File: config.mk
export PLATFORM = sky130hd
export DESIGN_NAME = bounce_counter_flat
export DESIGN_NICKNAME = d
export VERILOG_FILES = /design/src/rtl/bounce_counter_pkg.sv /design/src/rtl/bounce_counter_if.sv /design/src/rtl/bounce_counter_next.sv /design/src/rtl/bounce_counter.sv /design/src/flat_wrapper.sv
export SDC_FILE = /design/constraint.sdc
export NUM_CORES = 1
export LEC_CHECK = 0
export BUFFER_PORTS_ARGS = -buffer_cell sky130_fd_sc_hd__buf_2
export CAP_MARGIN = 10
export CORE_MARGIN = 5
export CORE_UTILIZATION = 45
export CTS_CLUSTER_DIAMETER = 200
export CTS_CLUSTER_SIZE = 24
export DETAILED_ROUTE_END_ITERATION = 8
export HOLD_SLACK_MARGIN = 0.03
export SLEW_MARGIN = 40
export SYNTH_ARGS = -nofsm -noshare
export SYNTH_HDL_FRONTEND = slang
export SYNTH_HIERARCHICAL = 1
export SYNTH_SLANG_ARGS = --single-unit
export TNS_END_PERCENT = 50
File: constraint.sdc
create_clock -name clk -period 9.96 [get_ports clk]
set_input_delay 2.988 -clock clk [delete_from_list [all_inputs] [get_ports clk]]
set_output_delay 2.988 -clock clk [all_outputs]
set_load 0.01 [all_outputs]
File: src/rtl/bounce_counter_pkg.sv
`default_nettype none
// ============================================================================
//  Module      : bounce_pkg
//  Description : Shared types and pulse encodings for the bounce counter and
//                the collision logic that consumes its bounce pulses.
//  Revision    : 1.0 - initial release
// ============================================================================
package bounce_pkg;

  // Direction of travel along one axis.
  typedef enum logic {
    DIR_DOWN = 1'b0,
    DIR_UP   = 1'b1
  } dir_t;

  // Bounce pulses packed as {hi, lo}; collision logic decodes the same bits.
  typedef logic [1:0] pulse_t;

  localparam int     c_pulse_lo_bit = 0;
  localparam int     c_pulse_hi_bit = 1;
  localparam pulse_t c_pulse_none   = 2'b00;
  localparam pulse_t c_pulse_lo     = 2'b01;
  localparam pulse_t c_pulse_hi     = 2'b10;

  // Pack the two bound-hit flags into the shared pulse encoding.
  function automatic pulse_t pulse_encode(input logic hit_lo, input logic hit_hi);
    return {hit_hi, hit_lo};
  endfunction

endpackage
`default_nettype wire

File: src/rtl/bounce_counter_if.sv
`default_nettype none
// ============================================================================
//  Module      : bounce_counter_if
//  Description : Control/status bundle of one bounce counter axis. The master
//                side (game logic) drives moves, loads and bounds; the slave
//                side (the counter) returns position, direction and pulses.
//  Revision    : 1.0 - initial release
// ============================================================================
interface bounce_counter_if #(
  parameter int WIDTH  = 10,
  parameter int STEP_W = 4
);
  logic              en;
  logic              load;
  logic [WIDTH-1:0]  D;
  logic              load_up;
  logic              flip;
  logic [STEP_W-1:0] step;
  logic [WIDTH-1:0]  low;
  logic [WIDTH-1:0]  high;
  logic [WIDTH-1:0]  Q;
  logic              up;
  logic              bounce_lo;
  logic              bounce_hi;
  logic              at_low;
  logic              at_high;
  logic [STEP_W-1:0] cur_step;

  modport master (
    output en, load, D, load_up, flip, step, low, high,
    input  Q, up, bounce_lo, bounce_hi, at_low, at_high, cur_step
  );

  modport slave (
    input  en, load, D, load_up, flip, step, low, high,
    output Q, up, bounce_lo, bounce_hi, at_low, at_high, cur_step
  );
endinterface
`default_nettype wire

File: src/rtl/bounce_counter_next.sv
`default_nettype none
// ============================================================================
//  Module      : bounce_next
//  Description : Combinational next-position calculator. Applies one move of
//                cur_step in the given direction, clamping at the bounds and
//                flagging a reversal when a bound would be crossed. Sums are
//                carried in WIDTH+1 bits so nothing wraps.
//  Revision    : 1.0 - initial release
// ============================================================================
module bounce_next
  import bounce_pkg::*;
#(
  parameter int WIDTH  = 10,
  parameter int STEP_W = 4
) (
  input  logic [WIDTH-1:0]  i_q,
  input  dir_t              i_dir,
  input  logic [STEP_W-1:0] i_cur_step,
  input  logic [WIDTH-1:0]  i_low,
  input  logic [WIDTH-1:0]  i_high,
  output logic [WIDTH-1:0]  o_q_next,
  output logic              o_reverse,
  output logic              o_hit_lo,
  output logic              o_hit_hi
);

  logic [WIDTH:0] w_q_ext;
  logic [WIDTH:0] w_step_ext;
  logic [WIDTH:0] w_low_ext;
  logic [WIDTH:0] w_high_ext;
  logic [WIDTH:0] w_sum;
  logic [WIDTH:0] w_floor;
  logic [WIDTH:0] w_diff;

  assign w_q_ext    = {1'b0, i_q};
  assign w_step_ext = (WIDTH+1)'(i_cur_step);
  assign w_low_ext  = {1'b0, i_low};
  assign w_high_ext = {1'b0, i_high};
  assign w_sum      = w_q_ext + w_step_ext;
  assign w_floor    = w_low_ext + w_step_ext;
  // Only meaningful when w_q_ext >= w_floor, which is checked before use.
  assign w_diff     = w_q_ext - w_step_ext;

  // One move: crossing a bound clamps and reverses; out-of-range positions
  // left behind by a bound change are pulled back without a pulse.
  always_comb begin
    o_q_next  = i_q;
    o_reverse = 1'b0;
    o_hit_lo  = 1'b0;
    o_hit_hi  = 1'b0;
    if ((i_low <= i_high) && (i_cur_step != '0)) begin
      if (i_dir == DIR_UP) begin
        if (w_sum > w_high_ext) begin
          o_q_next  = i_high;
          o_reverse = 1'b1;
          o_hit_hi  = 1'b1;
        end else if (w_sum < w_low_ext) begin
          o_q_next = i_low;
        end else begin
          o_q_next = w_sum[WIDTH-1:0];
        end
      end else begin
        if (w_q_ext < w_floor) begin
          o_q_next  = i_low;
          o_reverse = 1'b1;
          o_hit_lo  = 1'b1;
        end else if (w_diff > w_high_ext) begin
          o_q_next = i_high;
        end else begin
          o_q_next = w_diff[WIDTH-1:0];
        end
      end
    end
  end

endmodule
`default_nettype wire

File: src/rtl/bounce_counter.sv
`default_nettype none
// ============================================================================
//  Module      : bounce_counter
//  Description : Bounded position counter with programmable step. Clamps at
//                runtime bounds, reverses direction there and emits one-cycle
//                bounce pulses. One instance per pong axis.
//                Optional macro BOUNCE_COUNTER_RAMP_EN adds a speed-up ramp
//                that grows the effective step on every bounce.
//  Revision    : 1.0 - initial release
// ============================================================================
module bounce_counter
  import bounce_pkg::*;
#(
  parameter int WIDTH     = 10,
  parameter int STEP_W    = 4,
  parameter int RESET_POS = 0,
  parameter int RAMP_MAX  = 3
) (
  input  logic             clk,
  input  logic             reset_n,
  bounce_counter_if.slave  bus
);

  localparam int c_ramp_w = (RAMP_MAX > 1) ? $clog2(RAMP_MAX + 1) : 1;

  logic [WIDTH-1:0]  r_q;
  dir_t              r_up;
  pulse_t            r_pulse;

  logic [c_ramp_w-1:0] w_ramp;
  logic [STEP_W:0]     w_step_sum;
  logic [STEP_W-1:0]   w_cur_step;
  logic                w_bounds_ok;
  dir_t                w_dir_inv;
  dir_t                w_dir_eff;
  dir_t                w_dir_move;
  logic [WIDTH-1:0]    w_load_q;
  logic [WIDTH-1:0]    w_q_next;
  logic                w_reverse;
  logic                w_hit_lo;
  logic                w_hit_hi;

  assign w_bounds_ok = (bus.low <= bus.high);
  assign w_dir_inv   = (r_up == DIR_UP) ? DIR_DOWN : DIR_UP;
  // A flip request toggles direction before the move of the same cycle.
  assign w_dir_eff   = (w_bounds_ok && bus.flip) ? w_dir_inv : r_up;
  assign w_dir_move  = w_reverse ? ((w_dir_eff == DIR_UP) ? DIR_DOWN : DIR_UP)
                                 : w_dir_eff;

  // Load value clamped into the bounds; with inverted bounds park at low.
  always_comb begin
    w_load_q = bus.D;
    if (!w_bounds_ok || (bus.D < bus.low)) begin
      w_load_q = bus.low;
    end else if (bus.D > bus.high) begin
      w_load_q = bus.high;
    end
  end

`ifdef BOUNCE_COUNTER_RAMP_EN
  logic [c_ramp_w-1:0] r_ramp;

  // Speed-up ramp: one notch per bounce, saturating, cleared on load.
  always_ff @(posedge clk) begin
    if (!reset_n || bus.load) begin
      r_ramp <= '0;
    end else if (bus.en && (w_hit_lo || w_hit_hi) &&
                 (r_ramp != c_ramp_w'(RAMP_MAX))) begin
      r_ramp <= r_ramp + 1'b1;
    end
  end

  assign w_ramp = r_ramp;
`else
  assign w_ramp = '0;
`endif

  // Effective step is base step plus ramp, saturating at the step range.
  assign w_step_sum = (STEP_W+1)'(bus.step) + (STEP_W+1)'(w_ramp);
  assign w_cur_step = w_step_sum[STEP_W] ? '1 : w_step_sum[STEP_W-1:0];

  bounce_next #(
    .WIDTH  (WIDTH),
    .STEP_W (STEP_W)
  ) u_next (
    .i_q        (r_q),
    .i_dir      (w_dir_eff),
    .i_cur_step (w_cur_step),
    .i_low      (bus.low),
    .i_high     (bus.high),
    .o_q_next   (w_q_next),
    .o_reverse  (w_reverse),
    .o_hit_lo   (w_hit_lo),
    .o_hit_hi   (w_hit_hi)
  );

  // Position, direction and pulse registers: reset > load > flip/move.
  always_ff @(posedge clk) begin
    if (!reset_n) begin
      r_q     <= WIDTH'(RESET_POS);
      r_up    <= DIR_UP;
      r_pulse <= c_pulse_none;
    end else if (bus.load) begin
      r_q     <= w_load_q;
      r_up    <= bus.load_up ? DIR_UP : DIR_DOWN;
      r_pulse <= c_pulse_none;
    end else begin
      r_pulse <= c_pulse_none;
      if (w_bounds_ok) begin
        r_up <= w_dir_eff;
        if (bus.en) begin
          r_q     <= w_q_next;
          r_up    <= w_dir_move;
          r_pulse <= pulse_encode(w_hit_lo, w_hit_hi);
        end
      end
    end
  end

  assign bus.Q         = r_q;
  assign bus.up        = (r_up == DIR_UP);
  assign bus.bounce_lo = r_pulse[c_pulse_lo_bit];
  assign bus.bounce_hi = r_pulse[c_pulse_hi_bit];
  assign bus.at_low    = (r_q == bus.low);
  assign bus.at_high   = (r_q == bus.high);
  assign bus.cur_step  = w_cur_step;

endmodule
`default_nettype wire

File: src/flat_wrapper.sv
// flat-port wrapper written by rule: the top's interface ports become plain ports
module bounce_counter_flat import bounce_pkg::*;
#(
  parameter int WIDTH     = 10,
  parameter int STEP_W    = 4,
  parameter int RESET_POS = 0,
  parameter int RAMP_MAX  = 3
)
  (clk, reset_n, bus_en, bus_load, bus_D, bus_load_up, bus_flip, bus_step, bus_low, bus_high, bus_Q, bus_up, bus_bounce_lo, bus_bounce_hi, bus_at_low, bus_at_high, bus_cur_step);
  bounce_counter_if #(.WIDTH(WIDTH), .STEP_W(STEP_W)) bus_i ();
  input  logic clk;
  input  logic reset_n;
  input wire logic [$bits(bus_i.en)-1:0] bus_en;
  input wire logic [$bits(bus_i.load)-1:0] bus_load;
  input wire logic [$bits(bus_i.D)-1:0] bus_D;
  input wire logic [$bits(bus_i.load_up)-1:0] bus_load_up;
  input wire logic [$bits(bus_i.flip)-1:0] bus_flip;
  input wire logic [$bits(bus_i.step)-1:0] bus_step;
  input wire logic [$bits(bus_i.low)-1:0] bus_low;
  input wire logic [$bits(bus_i.high)-1:0] bus_high;
  output wire logic [$bits(bus_i.Q)-1:0] bus_Q;
  output wire logic [$bits(bus_i.up)-1:0] bus_up;
  output wire logic [$bits(bus_i.bounce_lo)-1:0] bus_bounce_lo;
  output wire logic [$bits(bus_i.bounce_hi)-1:0] bus_bounce_hi;
  output wire logic [$bits(bus_i.at_low)-1:0] bus_at_low;
  output wire logic [$bits(bus_i.at_high)-1:0] bus_at_high;
  output wire logic [$bits(bus_i.cur_step)-1:0] bus_cur_step;
  assign bus_i.en = bus_en;
  assign bus_i.load = bus_load;
  assign bus_i.D = bus_D;
  assign bus_i.load_up = bus_load_up;
  assign bus_i.flip = bus_flip;
  assign bus_i.step = bus_step;
  assign bus_i.low = bus_low;
  assign bus_i.high = bus_high;
  assign bus_Q = bus_i.Q;
  assign bus_up = bus_i.up;
  assign bus_bounce_lo = bus_i.bounce_lo;
  assign bus_bounce_hi = bus_i.bounce_hi;
  assign bus_at_low = bus_i.at_low;
  assign bus_at_high = bus_i.at_high;
  assign bus_cur_step = bus_i.cur_step;
  bounce_counter #(.WIDTH(WIDTH), .STEP_W(STEP_W), .RESET_POS(RESET_POS), .RAMP_MAX(RAMP_MAX)) u_core (.clk(clk), .reset_n(reset_n), .bus(bus_i));
endmodule
### Word level (Yosys, flattened, before mapping)

Cells that the tools add are included.

* bits in latches: 0
* memory bits (read-only): 0
* logic and storage cells: 55
* bits in writable memories: 0
* memories kept: 0
* register bits after elaboration: 13

* shift-type cells: 0
* add/subtract/negate cells: 3
* bitwise operators: 5
* $mul: 0
* divide/modulo/power cells: 0
* magnitude comparators: 7
* multiplexer cells: 23
* reduce and logical (&&, ||, !) cells: 11
* equality and inequality tests: 2

Operators by type and width (number)
* $mux 10: 11
* $add 10x4->11: 2
* $gt 11x10->1: 2
* $eq 10x10->1: 2
* $mux 1: 12
* $reduce_or 6->1: 2
* $lt 10x11->1: 1
* $lt 11x10->1: 1
* $sub 10x4->11: 1
* $gt 10x10->1: 1
* $le 10x10->1: 1
* $lt 10x10->1: 1
* $reduce_bool 2->1: 3
* $not 1->1: 5
* $reduce_bool 4->1: 1
* $reduce_and 3->1: 1
* $logic_and 1x1->1: 2
* $logic_not 1->1: 1
* $logic_or 1x1->1: 1

### Longest topological paths before layout

* depth after elaboration: 9
* depth in mapped cells: 20

### Hierarchy

The synthesis kept the hierarchy.

By module, submodules not included
* bounce_next: cells an instance 338, area each 2567.5 um^2, times used 1, sequential area each 0.0 um^2
* bounce_counter: cells an instance 220, area each 1819.2 um^2, times used 1, sequential area each 260.2 um^2

### Least setup slack after synthesis

No wires, ideal clock.

* path type: input-to-reg
* from: in bus_step[0]
* to: reg u_core.r_up, in the netlist u_core/bus.up
* data required time: 9.825 ns
* path slack: 3.309 ns
* arrival: 6.516 ns
* cell stages on the path: 19
* buffers on the path: 2
* path through: ha_1 fa_1 a21o_1 a21oi_1 nand2b_1 nor4_1 xnor2_1 ha_1 nand3_1 o31ai_1 o32a_1 buf_2 buf_2 o22ai_1 nand2_1 xor2_1 inv_1 a2111oi_0 a311oi_1

* longest elaborated chain between the ends: 9
* elaborated cells on any way between the ends: 14
* those cells by class: add/sub: 2; order compare: 2; mux: 8; reduce/logical: 2

Ends and longest elaborated chain
* start: declaration: line flat_wrapper.sv:18 `input wire logic [$bits(bus_i.step)-1:0] bus_step;`
* $add 10x4->11, on equally long branches: line bounce_counter_next.sv:40, bounce_counter_next.sv:39
* $lt 10x11->1 or $gt 11x10->1 (tied branches): line bounce_counter_next.sv:63, bounce_counter_next.sv:53
* $mux 1, on equally long branches: line bounce_counter_next.sv:63, bounce_counter_next.sv:53
* $mux 1: line bounce_counter_next.sv:52 `if (i_dir == DIR_UP) begin`
* $mux 1 (*): line bounce_counter_next.sv:51 `if ((i_low <= i_high) && (i_cur_step != '0)) begin`
* via u_core.w_reverse: line bounce_counter.sv:39 `logic w_reverse;`
* $mux 1 (*): line bounce_counter.sv:47 `assign w_dir_move = w_reverse ? ((w_dir_eff == DIR_UP) ? DIR_DOWN : DIR_UP)`
* $mux 1 (*): line bounce_counter.sv:111 `if (bus.en) begin`
* $mux 1 (*): line bounce_counter.sv:109 `if (w_bounds_ok) begin`
* $mux 1 (*): line bounce_counter.sv:103 `end else if (bus.load) begin`
* end signal: assignment: line bounce_counter.sv:105 `r_up <= bus.load_up ? DIR_UP : DIR_DOWN;`
* end signal: assignment: line bounce_counter.sv:110 `r_up <= w_dir_eff;`
* end signal: assignment: line bounce_counter.sv:113 `r_up <= w_dir_move;`
* end: declaration: line bounce_counter.sv:27 `dir_t r_up;`

The timed path passes the listed nets; every way through them passes the cells marked *. The select of a mux whose other input is x is not followed.
A chain may end at the register's enable or synchronous reset.

### Final worst setup path

* from: in bus_step[0]
* to: reg u_core.r_q[4], in the netlist u_core/bus.Q[4]

* longest elaborated chain between the ends: 9
* elaborated cells on any way between the ends: 20
* those cells by class: add/sub: 3; order compare: 4; mux: 9; reduce/logical: 4

Ends and longest elaborated chain
* $sub 10x4->11 or $add 10x4->11 (tied branches): line bounce_counter_next.sv:42, bounce_counter_next.sv:39
* $gt 11x10->1 or $lt 11x10->1 (tied branches): line bounce_counter_next.sv:67, bounce_counter_next.sv:57
* $mux 10, on equally long branches: line bounce_counter_next.sv:67, bounce_counter_next.sv:57
* $mux 10, on equally long branches: line bounce_counter_next.sv:63, bounce_counter_next.sv:53
* $mux 10 (*): line bounce_counter_next.sv:52
* $mux 10 (*): line bounce_counter_next.sv:51
* via u_core.w_q_next[4]: line bounce_counter.sv:38 `logic [WIDTH-1:0] w_q_next;`
* $mux 10 (*): line bounce_counter.sv:111
* $mux 10 (*): line bounce_counter.sv:109
* $mux 10 (*): line bounce_counter.sv:103
* end signal: assignment: line bounce_counter.sv:100 `r_q <= WIDTH'(RESET_POS);`
* end signal: assignment: line bounce_counter.sv:104 `r_q <= w_load_q;`
* end signal: assignment: line bounce_counter.sv:112 `r_q <= w_q_next;`
* end: declaration: line bounce_counter.sv:26 `logic [WIDTH-1:0] r_q;`

Marks and branches as above.

==> metrics <==
top_reg_cell synth=dfxtp_1; clk_lat worst skew=0.25 ns; FF-to-FF Start=u_core/bus.Q[0]$_SDFFE_PN0P_; flops & latches, synth=13; Std-Cell Rows=36; Via density=between 6 and 7; Die Area=about 12,000 µm²; power density cells=between 100 and 150 nW/µm²; postcts setup bufs=0; area of the multi-input gates=3780 µm²; final slew viol count=0; Initial DRC Count=between 400 and 500; Antenna diodes=0; clock buffer depth=2; outcome=completed; num ports=59; post-CTS resize count=0; die width=109 µm; final WL=15,900 µm; first-pass detailed-route iteration total=7; dpl hpwl=12,200 µm; share of post-route cells with drive strength above 1=0.149; Final Power=0.524 mW; Ys Warns=6; routed len/inst=21.8 µm; WHS Path Cells=2; R2R depth=18; worst path arrival time=7.36 ns; Chip Height=roughly 110 µm; GPL Wtd Cong=0.944; Achievable Freq=139 MHz; LEAKAGE=~2.2 nW; unique cell type count in the Yosys netlist=75; Sequential Area=262 µm²; number of flops mapped to enable cells by yosys=0; Worst Skew=about 0.0011 ns; TNS Setup=0 ns; Hold Crit Endpoint=u_core/bus.up$_SDFFE_PN1P_; CTS tree=built; CORE AREA=9640 µm²; initial antenna violation count=0; slew margin rel.=0.437; crit start category=primary input; hold buffers post-CTS=0; largest net degree at the start of global routing=29; maxcap violations=0; CTS root buffer=clkbuf_8; TritonCTS Buffers=3; type of the worst min-delay path=reg -> reg; # fillers=1,003; final worst-path cycle share=0.724; CP max FO=12; total gr overflow=0; overall global routing resource usage=0.270; Worst R2R End=u_core/bus.Q[4]$_SDFFE_PN0P_; peak supply drop=0.0726 mV; vias in the first global route=4,394; vias=4,614; Final ANT Viol Nets=0; Gate Count Post-Synth=558; sequential share of the synthesized area=0.0593; Fin. Hold Viols=0; unrepaired setup endpoints after global routing=false; Layout Nets=730; Synth async-reset ratio=0; syn avg cell area=7.86 µm²; H-Tree Level Count=1; min Tclk post-route=7.21 ns; critical path class=in -> reg; Hold Startpoint=u_core/bus.up$_SDFFE_PN1P_; DRC Markers=0; synthesis-to-layout area growth=8.59%; post-synth net total=690; clock sink count=13; Worst-Margin Slew=0.837 ns; first-pass GRT wire length=24,400 µm; Data required, critical path=10.11 ns; Port Buf Inserts=between 50 and 60; Starting Density=0.455; R2R setup slack=4.93 ns; Mapped Area=4390 µm²; final setup violating endpoints=0; Worst-path clk slew=0.06 ns; Critical Path Sink Type=flop; Crit. Startpoint=bus_step[0]
per-layer routing:
layer	wire [µm]	GRT usage	vias to the layer above
met5	0	0	-
met4	600	0.0965	0
met3	1450	0.0373	51
met2	7070	0.439	261
met1	6790	0.364	2141
li1	-	-	2161
report_power, final:
group | switching (mW) | internal, mW
clock network | 0.0204 | 0.0277
logic | 0.235 | 0.158
registers | 0.0249 | 0.0578
worst max path at each step:
stage / end / slack (ns) / depth (start not counted)
4_1_cts: u_core/bus.Q[6]$_SDFFE_PN0P_ / 2.83 / 17
5_1_grt: u_core/bus.up$_SDFFE_PN1P_ / 2.44 / 18
2_1_floorplan: u_core/bus.up$_SDFFE_PN1P_ / 3.31 / 19
3_5_place_dp: u_core/bus.Q[6]$_SDFFE_PN0P_ / 2.59 / 17
3_3_place_gp: u_core/bus.Q[6]$_SDFFE_PN0P_ / 2.68 / 17
6_report: u_core/bus.Q[4]$_SDFFE_PN0P_ / 2.75 / 18
cell usage in the layout (no fill, tap or decap), types with 3 or more instances in the layout:
cell	instances
ha_1	89
buf_2	58
inv_1	57
a21oi_1	37
o21ai_0	37
xnor2_1	31
nor2_1	29
nand2_1	23
nand4_1	18
mux2i_1	15
o211ai_1	14
xor2_1	13
dfxtp_1	12
nand2b_1	11
nor3_1	11
nand3_1	11
a21o_1	10
a221oi_2	9
nor2b_1	8
nor4_1	7
o21ai_1	6
a211oi_1	6
a211o_1	6
mux2_1	6
o21a_1	5
a22oi_1	5
clkbuf_8	3
and4_1	3
a31oi_1	3
fa_1	3
final cells by class:
cell class / count / area share
multi-input cells: 464 / 0.793
repair buffers: 59 / 0.0625
flip-flops and latches: 13 / 0.0549
inverters: 57 / 0.0449
well taps: 133 / 0.0349
clock buffers: 3 / 0.00867
clock inverters: 1 / 0.00105
worst max-delay path: stages:
cell	delay [ns]
buf_2	0.13
ha_1	0.20
fa_1	0.41
nand2b_1	0.16
a21oi_1	0.33
nor2_1	0.12
xor2_1	0.25
ha_1	0.30
a21o_1	0.19
a21oi_2	0.16
or4b_1	0.47
a21oi_2	0.60
nand3_1	0.17
a21oi_1	0.18
a211o_1	0.17
nor2_1	0.05
mux2_2	0.30
a2111oi_4	0.19
cells in the mapped netlist, types with 5 or more instances:
cell | instances | area share
ha_1 | 89 | 0.25
inv_1 | 57 | 0.049
a21oi_1 | 37 | 0.042
o21ai_0 | 37 | 0.042
xnor2_1 | 31 | 0.062
nor2_1 | 29 | 0.025
nand2_1 | 23 | 0.020
nand4_1 | 18 | 0.026
mux2i_1 | 15 | 0.034
o211ai_1 | 14 | 0.024
dfxtp_1 | 13 | 0.059
xor2_1 | 13 | 0.026
nand2b_1 | 11 | 0.016
nand3_1 | 11 | 0.013
nor3_1 | 11 | 0.013
a21o_1 | 10 | 0.017
a221oi_2 | 9 | 0.031
clkbuf_1 | 8 | 0.0068
nor2b_1 | 8 | 0.011
nor4_1 | 7 | 0.010
a211o_1 | 6 | 0.012
a211oi_1 | 6 | 0.010
buf_2 | 6 | 0.0068
buf_4 | 6 | 0.010
mux2_1 | 6 | 0.015
o21ai_1 | 6 | 0.0068
a22oi_1 | 5 | 0.0086
o21a_1 | 5 | 0.0086
metrics by stage:
stage | worst slack [ns] | std cells | util | hold slack [ns] | instance area, µm²
6_report | 2.75 | 730 | 0.494 | 0.694 | 4760
5_1_grt | 2.44 | 730 | 0.494 | 0.823 | 4760
4_1_cts | 2.83 | 730 | 0.494 | 0.703 | 4760
3_5_place_dp | 2.59 | 726 | 0.489 | 0.692 | 4720
3_3_place_gp | 2.68 | 726 | 0.489 | 0.651 | 4720
2_1_floorplan | 3.31 | 558 | - | 0.689 | 4390
cell families (layout without fill, tap and decap cells):
kind of cell	after synthesis	in the layout	synth area share
multiplexers	22	22	0.0522
AO/OA/AOI/OAI	167	167	0.282
adder cells (fa/ha/maj)	92	92	0.268
XOR/XNOR	44	44	0.0878
flip-flops	13	13	0.0593
AND/OR/NAND/NOR	139	139	0.171
buffers and inverters	81	120	0.0796
registers in the layout, summed over array words and instances, names as in the netlist:
signal	flops
u_core/bus.up	1
u_core/bus.Q	10
u_core/r_pulse	2
Note: power is estimated with default switching activity, not from simulation.
